[src/rtl/sram_access_scheduler.sv]
// sram_access_scheduler
//   Time-multiplexes a single asynchronous SRAM between a queued command
//   stream (pixel writes / address sets / page flips) and a display read
//   port. A free-running 4-phase counter splits each period into a write
//   slot (phases 0-1) and a read slot (phases 2-3). Two SRAM pages are
//   used: the writer fills `page`, the display reads `~page`.
//
// Ports
//   mco, rst_n            clock, async active-low reset
//   cmd_valid/ready       command handshake
//   cmd_type, cmd_data    00 write pixel {R6,G6,B6}, 01 set address, 10 flip, 11 ignored
//   frame_start           vsync pulse; commits a pending page flip
//   rd_addr               display pixel index (17 bits)
//   rd_data, rd_valid     fetched 16-bit pixel, one-cycle strobe in phase 0
//   sram_*                SRAM address, data bus, output enable, strobes
//   page, disp_enable     current write page, display enabled after first flip
//   fifo_level            command FIFO occupancy
module sram_access_scheduler #(
    parameter int FIFO_DEPTH = 4
) (
    input  logic        mco,
    input  logic        rst_n,
    input  logic        cmd_valid,
    output logic        cmd_ready,
    input  logic [1:0]  cmd_type,
    input  logic [17:0] cmd_data,
    input  logic        frame_start,
    input  logic [16:0] rd_addr,
    output logic [15:0] rd_data,
    output logic        rd_valid,
    output logic [17:0] sram_addr,
    output logic [23:0] sram_dq_out,
    output logic        sram_dq_oe,
    input  logic [23:0] sram_dq_in,
    output logic        sram_we_n,
    output logic        sram_oe_n,
    output logic        page,
    output logic        disp_enable,
    output logic [4:0]  fifo_level
);

    localparam int AW = (FIFO_DEPTH > 1) ? $clog2(FIFO_DEPTH) : 1;
    localparam logic [4:0] LEVEL_FULL = 5'(FIFO_DEPTH);
    localparam logic [1:0] T_WRITE = 2'b00;
    localparam logic [1:0] T_ADDR  = 2'b01;
    localparam logic [1:0] T_FLIP  = 2'b10;
    localparam logic [1:0] T_NONE  = 2'b11;

    typedef enum logic [1:0] {
        PH_W0 = 2'd0,
        PH_W1 = 2'd1,
        PH_R0 = 2'd2,
        PH_R1 = 2'd3
    } phase_t;

    phase_t phase, phase_nxt;

    logic [19:0]   mem [FIFO_DEPTH];
    logic [AW-1:0] wr_idx, rd_idx;
    logic [16:0]   wr_ptr;
    logic          flip_pending;

    logic        push, pop, commit, page_nxt;
    logic [19:0] head, la_head;
    logic        la_have, la_flip, la_write;
    logic        unused_bits;

    // Phase counter state machine (free running, wraps 3 -> 0)
    always_ff @(posedge mco or negedge rst_n) begin
        if (!rst_n) phase <= PH_W0;
        else        phase <= phase_nxt;
    end

    always_comb begin
        phase_nxt = PH_W0;
        case (phase)
            PH_W0:   phase_nxt = PH_W1;
            PH_W1:   phase_nxt = PH_R0;
            PH_R0:   phase_nxt = PH_R1;
            default: phase_nxt = PH_W0;
        endcase
    end

    assign cmd_ready = (fifo_level != LEVEL_FULL);
    // Ignored commands complete the handshake but are never stored.
    assign push      = cmd_valid && cmd_ready && (cmd_type != T_NONE);
    assign head      = mem[rd_idx];
    assign pop       = (phase == PH_W0) && (fifo_level != 5'd0) && !flip_pending;
    assign commit    = frame_start && flip_pending;
    assign page_nxt  = page ^ commit;

    // The SRAM strobes are registered, so the write for phase 0 must be
    // decided at the edge ending phase 3. This lookahead predicts exactly
    // what the phase-0 pop will see: FIFO contents after this edge's push
    // (bypassing the incoming command when empty), flip state after this
    // edge's possible commit, and the page after that commit.
    assign la_head  = (fifo_level == 5'd0) ? {cmd_type, cmd_data} : head;
    assign la_have  = (fifo_level != 5'd0) || push;
    assign la_flip  = flip_pending && !frame_start;
    assign la_write = (phase == PH_R1) && la_have && !la_flip &&
                      (la_head[19:18] == T_WRITE);

    assign unused_bits = ^{sram_dq_in[23:16], la_head[12], la_head[0]};

    // FIFO storage: no reset needed, pointers define validity.
    always_ff @(posedge mco) begin
        if (push) mem[wr_idx] <= {cmd_type, cmd_data};
    end

    always_ff @(posedge mco or negedge rst_n) begin
        if (!rst_n) begin
            wr_idx     <= '0;
            rd_idx     <= '0;
            fifo_level <= 5'd0;
        end else begin
            if (push) wr_idx <= wr_idx + 1'b1;
            if (pop)  rd_idx <= rd_idx + 1'b1;
            fifo_level <= fifo_level + 5'(push) - 5'(pop);
        end
    end

    // Command execution at the pop edge; SRAM strobes were already loaded.
    always_ff @(posedge mco or negedge rst_n) begin
        if (!rst_n) begin
            wr_ptr       <= 17'd0;
            flip_pending <= 1'b0;
            page         <= 1'b0;
            disp_enable  <= 1'b0;
        end else begin
            if (pop) begin
                case (head[19:18])
                    T_WRITE: wr_ptr       <= wr_ptr + 17'd1;
                    T_ADDR:  wr_ptr       <= head[16:0];
                    T_FLIP:  flip_pending <= 1'b1;
                    default: ;
                endcase
            end
            // pop needs flip_pending=0 and commit needs 1: never both.
            if (commit) begin
                page         <= ~page;
                flip_pending <= 1'b0;
                disp_enable  <= 1'b1;
            end
        end
    end

    // SRAM bus sequencing
    always_ff @(posedge mco or negedge rst_n) begin
        if (!rst_n) begin
            sram_addr   <= 18'd0;
            sram_dq_out <= 24'd0;
            sram_dq_oe  <= 1'b0;
            sram_we_n   <= 1'b1;
            sram_oe_n   <= 1'b1;
            rd_data     <= 16'd0;
            rd_valid    <= 1'b0;
        end else begin
            case (phase)
                PH_R1: begin
                    // end of read slot: capture pixel, enter write slot
                    sram_oe_n <= 1'b1;
                    rd_data   <= sram_dq_in[15:0];
                    rd_valid  <= 1'b1;
                    if (la_write) begin
                        sram_addr   <= {page_nxt, wr_ptr};
                        sram_dq_out <= {8'b0, la_head[5:1], la_head[11:6], la_head[17:13]};
                        sram_dq_oe  <= 1'b1;
                        sram_we_n   <= 1'b0;
                    end
                end
                PH_W0: rd_valid <= 1'b0;
                PH_W1: begin
                    // end of write slot: release bus, then read the display page
                    sram_we_n  <= 1'b1;
                    sram_dq_oe <= 1'b0;
                    sram_oe_n  <= 1'b0;
                    sram_addr  <= {~page_nxt, rd_addr};
                end
                default: ;
            endcase
        end
    end

endmodule

[config.mk]
export PLATFORM = sky130hd
export DESIGN_NAME = sram_access_scheduler
export DESIGN_NICKNAME = d
export VERILOG_FILES = /design/src/rtl/sram_access_scheduler.sv
export SDC_FILE = /design/constraint.sdc
export NUM_CORES = 1
export LEC_CHECK = 0
export ABC_AREA = 1
export CAP_MARGIN = 40
export CORE_MARGIN = 8
export CORE_UTILIZATION = 35
export DETAILED_ROUTE_END_ITERATION = 7
export SYNTH_ARGS = -nofsm -noshare
export SYNTH_HDL_FRONTEND = slang
export SYNTH_SLANG_ARGS = --single-unit
[constraint.sdc]
create_clock -name mco -period 4.1 [get_ports mco]
set_input_delay 0.82 -clock mco [delete_from_list [all_inputs] [get_ports mco]]
set_output_delay 0.82 -clock mco [all_outputs]
set_load 0.02 [all_outputs]
After elaboration in Yosys (flattened, before gate mapping)
Memories as Yosys holds them, arrays and structs flattened.
Index checks and enable logic that the tools add are counted.
{"block": "totals", "regBits": 85, "ram_bits": 80, "out_inout_bits": 70, "wordCells": 75, "n_memories": 1}
{"memory": "mem", "depth": 4, "word_bits": 20, "read_ports": 1, "rd_ports_with_merged_regs": 0, "wr": 1, "line": "58", "source": "logic [19:0] mem [FIFO_DEPTH];"}
{"block": "classes", "n_addsub": 5, "n_eq_ne": 8, "n_mux": 16, "bitwise": 3, "n_reduce_logical": 27}
{"cell": "18-bit one-hot mux with 2 select lines", "count": 1}
{"cell": "17-bit one-hot mux with 2 select lines", "count": 1}
{"cell": "20-bit two-way mux", "count": 1}
{"cell": "18-bit two-way mux", "count": 1}
{"cell": "17-bit by 1-bit adder with 17-bit output (second input constant)", "count": 1}
{"cell": "2-bit nonzero test", "count": 5}
{"cell": "1-bit logical AND", "count": 9}
{"cell": "1-bit one-hot mux with 2 select lines", "count": 4}
{"cell": "2-bit AND reduction", "count": 4}
{"cell": "1-bit two-way mux", "count": 7}
{"cell": "2-bit equality test (second input constant)", "count": 3}
{"cell": "2-bit logical NOT", "count": 3}
{"cell": "2-bit one-hot mux with 3 select lines", "count": 1}
{"cell": "5-bit by 1-bit adder with 5-bit output", "count": 1}
{"cell": "5-bit logical NOT", "count": 1}
{"cell": "5-bit by 3-bit != test with 1-bit output (second input constant)", "count": 1}
{"cell": "5-bit nonzero test", "count": 1}
{"cell": "5-bit by 1-bit subtractor with 5-bit output", "count": 1}
{"cell": "2-bit by 1-bit adder with 2-bit output (second input constant)", "count": 2}
{"cell": "2-bit by 1-bit equality test with 1-bit output (second input constant)", "count": 2}
{"cell": "2-bit != test (second input constant)", "count": 2}
{"cell": "1-bit logical NOT", "count": 3}
{"cell": "1-bit NOT", "count": 2}
{"cell": "1-bit logical OR", "count": 1}
{"cell": "1-bit XOR", "count": 1}

Logic depth before layout (Yosys ltp)
{"block": "depth", "ltp_word": 9, "depth_mapped": 14, "mapped_depth_nobuf": 14}

Worst setup path after synthesis
Ideal clock, no wire load.
{"block": "synth_timing", "kind": "register -> register", "from": "register fifo_level[3]", "to": "register fifo_level[4]", "setup_ps": 131, "arrival_ps": 2488, "required_time_ps": 3969, "slack_ps": 1482, "stages_incl_launch_ff": 14, "n_path_buf": 0, "period_less_slack_ps": 2618, "path_cell_list": "dfrtp_1 inv_1 ha_1 inv_1 nor2_1 nand2_1 nand2_1 ha_1 inv_1 ha_1 fa_1 a21oi_1 o21ai_0 xor2_1"}
{"block": "synth_via", "elab_chain_len": 5}
{"element": "start, declared", "line": "39", "source": "output logic [4:0] fifo_level"}
{"element": "start signal, assigned", "line": "118", "source": "fifo_level <= fifo_level + 5'(push) - 5'(pop);"}
{"element": "5-bit by 3-bit != test with 1-bit output", "line": "84", "source": "assign cmd_ready = (fifo_level != LEVEL_FULL);"}
{"element": "named net cmd_ready", "line": "24", "source": "output logic cmd_ready,"}
{"element": "1-bit logical AND (2 in a row)", "line": "86", "source": "assign push = cmd_valid && cmd_ready && (cmd_type != T_NONE);"}
{"element": "5-bit by 1-bit adder with 5-bit output", "line": "118"}
{"element": "5-bit by 1-bit subtractor with 5-bit output", "line": "118"}
The timed path passes the listed nets, and every way through them passes these cells.
A chain may end at the register's enable or synchronous reset.

Worst setup path in the final report
{"block": "layout_timing", "from": "register fifo_level[2]", "to": "register fifo_level[4]"}
{"element": "5-bit nonzero test", "line": "88", "source": "assign pop = (phase == PH_W0) && (fifo_level != 5'd0) && !flip_pending;"}
{"element": "1-bit logical AND (2 in a row)", "line": "88"}
{"element": "named net pop", "line": "63", "source": "logic push, pop, commit, page_nxt;"}
{"element": "5-bit by 1-bit subtractor with 5-bit output", "line": "118"}
The timed path passes the listed nets, and every way through them passes these cells.

==> results.rst <==
.. list-table::
   :header-rows: 1

   * - Metric
     - Value
   * - Status
     - complete, no violations
   * - Cts repair resizes
     - 0
   * - Placed wire-length estimate after detailed placement
     - about 14000 um
   * - PortBufs
     - 118
   * - Remaining routing DRC violations
     - 0
   * - Area used by multi-input combinational logic
     - between 0.002 and 0.003 mm^2
   * - Crit path buffers/inverters
     - 4
   * - Required arrival time at the worst endpoint
     - 4.40 ns
   * - Cells after Synth
     - 841
   * - Depth of the CTS H-tree
     - 4
   * - Average cell area after synthesis
     - around 9.2 um^2
   * - Series of cell instances along the critical path
     - inv_1 -> ha_1 -> inv_1 -> nor2_2 -> nand2_2 -> nand3_2 -> inv_1 -> ha_1 -> inv_1 -> ha_1 -> fa_1 -> a21oi_1 -> o21ai_0 -> xor2_1
   * - Iteration-0 DRC count of the detailed router
     - 384
   * - Yosys warnings
     - 0
   * - Max Fanout on Critical Path
     - 22
   * - # rows
     - 54
   * - Fmax achieved
     - 344 MHz
   * - Critical Path Start Type
     - flip-flop
   * - Width of the die
     - about 160 um
   * - Post-route core utilization
     - around 44%
   * - Worst Path Class, Setup
     - flip-flop to flip-flop
   * - Final cell count without fillers
     - 1244
   * - Proportion of layout cells with a drive suffix above 1
     - ~6.8%
   * - Largest delay contributor family on the critical path
     - adder cells
   * - Vertical extent of the die
     - 165 um
   * - Number of pins with negative max-slew slack in the final report
     - 0
   * - Share of Yosys cell area claimed by the top area cell type
     - a little under a third
   * - Io pins
     - about 140
   * - Worst Skew
     - approximately 0.0086 ns
   * - Global-route wire length before repair
     - around 30000 um
   * - Number of antenna violations at the first check in global routing
     - 0
   * - Drt via density
     - 4.70
   * - Seq/Total Area, Yosys
     - around three fifths
   * - Total of flip-flops plus latches after synthesis
     - roughly 170
   * - Peak supply drop
     - roughly 340 uV
   * - Worst Reg-to-Reg Cells
     - 14
   * - Total power per unit cell area
     - between 600 and 700 mW/mm^2
   * - Area of the die
     - between 0.02 and 0.03 mm^2
   * - Clock network latency to the later pin of the worst-skew pair
     - ~0.42 ns
   * - Worst path most repeated cell
     - sky130_fd_sc_hd__inv_1
   * - Register Area
     - roughly 0.0045 mm^2
   * - Cell accounting for the most synthesized area
     - sky130_fd_sc_hd__edfxtp_1
   * - Final hold violation count
     - 0
   * - Post-layout minimum cycle time
     - around 2.9 ns
   * - CP Depth
     - 14
   * - Antenna diodes
     - 0
   * - Placer Congestion
     - 0.848
   * - Count of vias placed by the detailed router
     - 5850
   * - Detail Route Antenna Nets
     - 0
   * - Cts-stage hold buffer count
     - 0
   * - Area of the mapped netlist
     - between 0.007 and 0.008 mm^2
   * - Initial core utilization
     - 35.6%
   * - Highest cell delay on the worst timing path
     - 0.41 ns
   * - Reg-to-reg setup timing slack
     - around 1.2 ns
   * - Maximum number of buffers from clock root to sink
     - 2
   * - Routed wirelength normalized by instance count
     - 15.9 um
   * - Summed negative setup slack over all endpoints
     - 0 ns
   * - Fill cell instance count of the final layout
     - roughly 2.1k
   * - Placed cell areas
     - 0.00908 mm^2
   * - CTS tree
     - yes
   * - Vias in the first global route
     - ~5.7k
   * - Reg-to-Reg Start
     - fifo_level[2]$_DFF_PN0_
   * - Most frequent standard cell in the layout excluding fill and tap cells
     - sky130_fd_sc_hd__nand2_1
   * - Total of endpoints with negative setup slack in the final report
     - 0
   * - Master of the slowest instance on the critical path
     - sky130_fd_sc_hd__fa_1
   * - Worst slew pin tran
     - approximately 0.86 ns
   * - Sum of routed wire length over all layers
     - 19800 um
   * - Length of the first detailed-routing pass in iterations
     - 5
   * - Global-route total usage across every layer
     - ~15%
   * - Class of the most critical hold timing path
     - primary input to asynchronous set/reset pin
   * - Post-layout nets
     - 1033
   * - Crit end category
     - flip-flop
   * - Number of distinct library cell variants in the gate-level netlist after synthesis
     - 38
   * - RSZ-0062 raised after global routing
     - no
   * - Top cells by area, synth
     - sky130_fd_sc_hd__edfxtp_1 31%, sky130_fd_sc_hd__dfrtp_1 27%, sky130_fd_sc_hd__nand2_1 14%
   * - Worst endpoint data arrival time
     - roughly 3.2 ns
   * - Final cycle utilization of the critical path
     - between 70% and 80%
   * - Crit path launch
     - fifo_level[2]$_DFF_PN0_
   * - Commonest cells after routing, fill and taps aside
     - 297 x sky130_fd_sc_hd__nand2_1, 117 x sky130_fd_sc_hd__clkdlybuf4s50_1, 89 x sky130_fd_sc_hd__nand3_1, 83 x sky130_fd_sc_hd__dfrtp_1, 80 x sky130_fd_sc_hd__edfxtp_1
   * - Placed instance count
     - 1212
   * - Clock transition at the registers of the reported paths
     - 0.06 ns
   * - Area added between synthesis and finish
     - 25.1%
   * - Reported leakage power
     - around 4.3 nW
   * - Maximum number of pins on one net before global-route repair
     - 47
   * - Max_cap viols
     - 0
   * - Clock root cell
     - sky130_fd_sc_hd__clkbuf_16
   * - Post-route standard cell area excluding fillers
     - 0.00968 mm^2
   * - TritonCTS buffer count
     - 17
   * - Max transition margin
     - between 40% and 50%
   * - Overflow left after global routing
     - 0
   * - Clock sink total
     - about 170
   * - Count of buffers added by post-CTS timing repair for setup
     - 0
   * - Core region area
     - 0.0218 mm^2
==> registers in the layout (all words and copies together), names as in the netlist <==
| name | cells |
|---|---|
| sram_dq_oe | 1 |
| sram_oe_n | 1 |
| rd_idx | 2 |
| rd_valid | 1 |
| sram_addr | 18 |
| phase | 2 |
| mem | 80 |
| fifo_level | 5 |
| rd_data | 16 |
| wr_ptr | 17 |
| disp_enable | 1 |
| sram_we_n | 1 |
| flip_pending | 1 |
| wr_idx | 2 |
| page | 1 |
| sram_dq_out | 16 |
==> worst paths after layout <==
check	endpoint
max	fifo_level[4]$_DFF_PN0_
max reg2reg	fifo_level[4]$_DFF_PN0_
min reg2reg	disp_enable$_DFFE_PN0P_
min	sram_dq_out[1]$_DFFE_PN0P_
min in group mco	disp_enable$_DFFE_PN0P_
max in group asynchronous	phase[1]$_DFF_PN0_
==> through the flow <==
stage | hold slack [ns] | power [mW] | setup WS (ns)
after global placement | 0.450 | 4.94 | 0.810
after CTS | 0.387 | 6.61 | 1.15
final | 0.382 | 6.53 | 1.19
after global routing | 0.408 | 6.95 | 0.973
after floorplan | 0.470 | 3.98 | 1.48
after detailed placement | 0.451 | 4.97 | 0.746
==> Yosys cell counts <==
cell type and n:
sky130_fd_sc_hd__and2_1 2, sky130_fd_sc_hd__nand2_2 7, sky130_fd_sc_hd__nor2_1 64, sky130_fd_sc_hd__a31oi_1 1
sky130_fd_sc_hd__a31o_2 1, sky130_fd_sc_hd__buf_6 6, sky130_fd_sc_hd__o21ai_1 7, sky130_fd_sc_hd__conb_1 1
sky130_fd_sc_hd__xor2_1 5, sky130_fd_sc_hd__nand2_8 2, sky130_fd_sc_hd__buf_2 13, sky130_fd_sc_hd__nor2_8 1
sky130_fd_sc_hd__nor3_1 1, sky130_fd_sc_hd__buf_1 1, sky130_fd_sc_hd__a21oi_1 6, sky130_fd_sc_hd__buf_4 13
sky130_fd_sc_hd__o21ai_0 56, sky130_fd_sc_hd__inv_4 2, sky130_fd_sc_hd__xnor2_1 5, sky130_fd_sc_hd__or2_2 1
sky130_fd_sc_hd__nor2_2 3, sky130_fd_sc_hd__or2_1 1, sky130_fd_sc_hd__dfstp_2 2, sky130_fd_sc_hd__ha_1 16
sky130_fd_sc_hd__fa_1 1, sky130_fd_sc_hd__o211ai_1 6, sky130_fd_sc_hd__inv_2 4, sky130_fd_sc_hd__nand3_2 1
sky130_fd_sc_hd__inv_1 49, sky130_fd_sc_hd__clkbuf_1 9, sky130_fd_sc_hd__nand4_1 2, sky130_fd_sc_hd__nand2_4 1
sky130_fd_sc_hd__nand3_1 89, sky130_fd_sc_hd__nand2_1 297, sky130_fd_sc_hd__buf_8 1, sky130_fd_sc_hd__dfrtp_1 83
sky130_fd_sc_hd__inv_6 1, sky130_fd_sc_hd__edfxtp_1 80
==> routing by layer <==
metal  vias up  share of wire (%)  GRT usage (%)
met5         -                  0              0
met4         0                1.3           5.20
met3        14                4.0           2.82
met2       112                 50           24.6
met1      2780                 45           19.0
li1       2944                  -              -
==> cells by family (layout without fill, tap and decap cells) <==
| logic type | Yosys count | after routing | share of synthesized area, % |
|---|---|---|---|
| buffers and inverters | 99 | 215 | 6.50 |
| XOR/XNOR | 10 | 10 | 1.13 |
| AO/OA/AOI/OAI | 77 | 77 | 5.24 |
| AND/OR/NAND/NOR | 472 | 472 | 25.7 |
| other | 1 | 8 | 0.0485 |
| adder cells (fa/ha/maj) | 17 | 17 | 2.85 |
| flip-flops | 165 | 165 | 58.6 |
==> power breakdown <==
group	switching (mW)	internal, mW
Clock	0.655	0.969
Sequential	0.316	2.17
Combinational	1.50	0.908
==> cell type report <==
cell class / instances / share of cell area (%)
Clock inverter: 14 / 1.65
Timing Repair Buffer: 127 / 12.9
Sequential cell: 165 / 46.8
Clock buffer: 18 / 4.54
Multi-Input combinational cell: 584 / 28.2
Inverter: 56 / 2.28
Tap cell: 280 / 3.62
(Power assumes the default switching activity.)
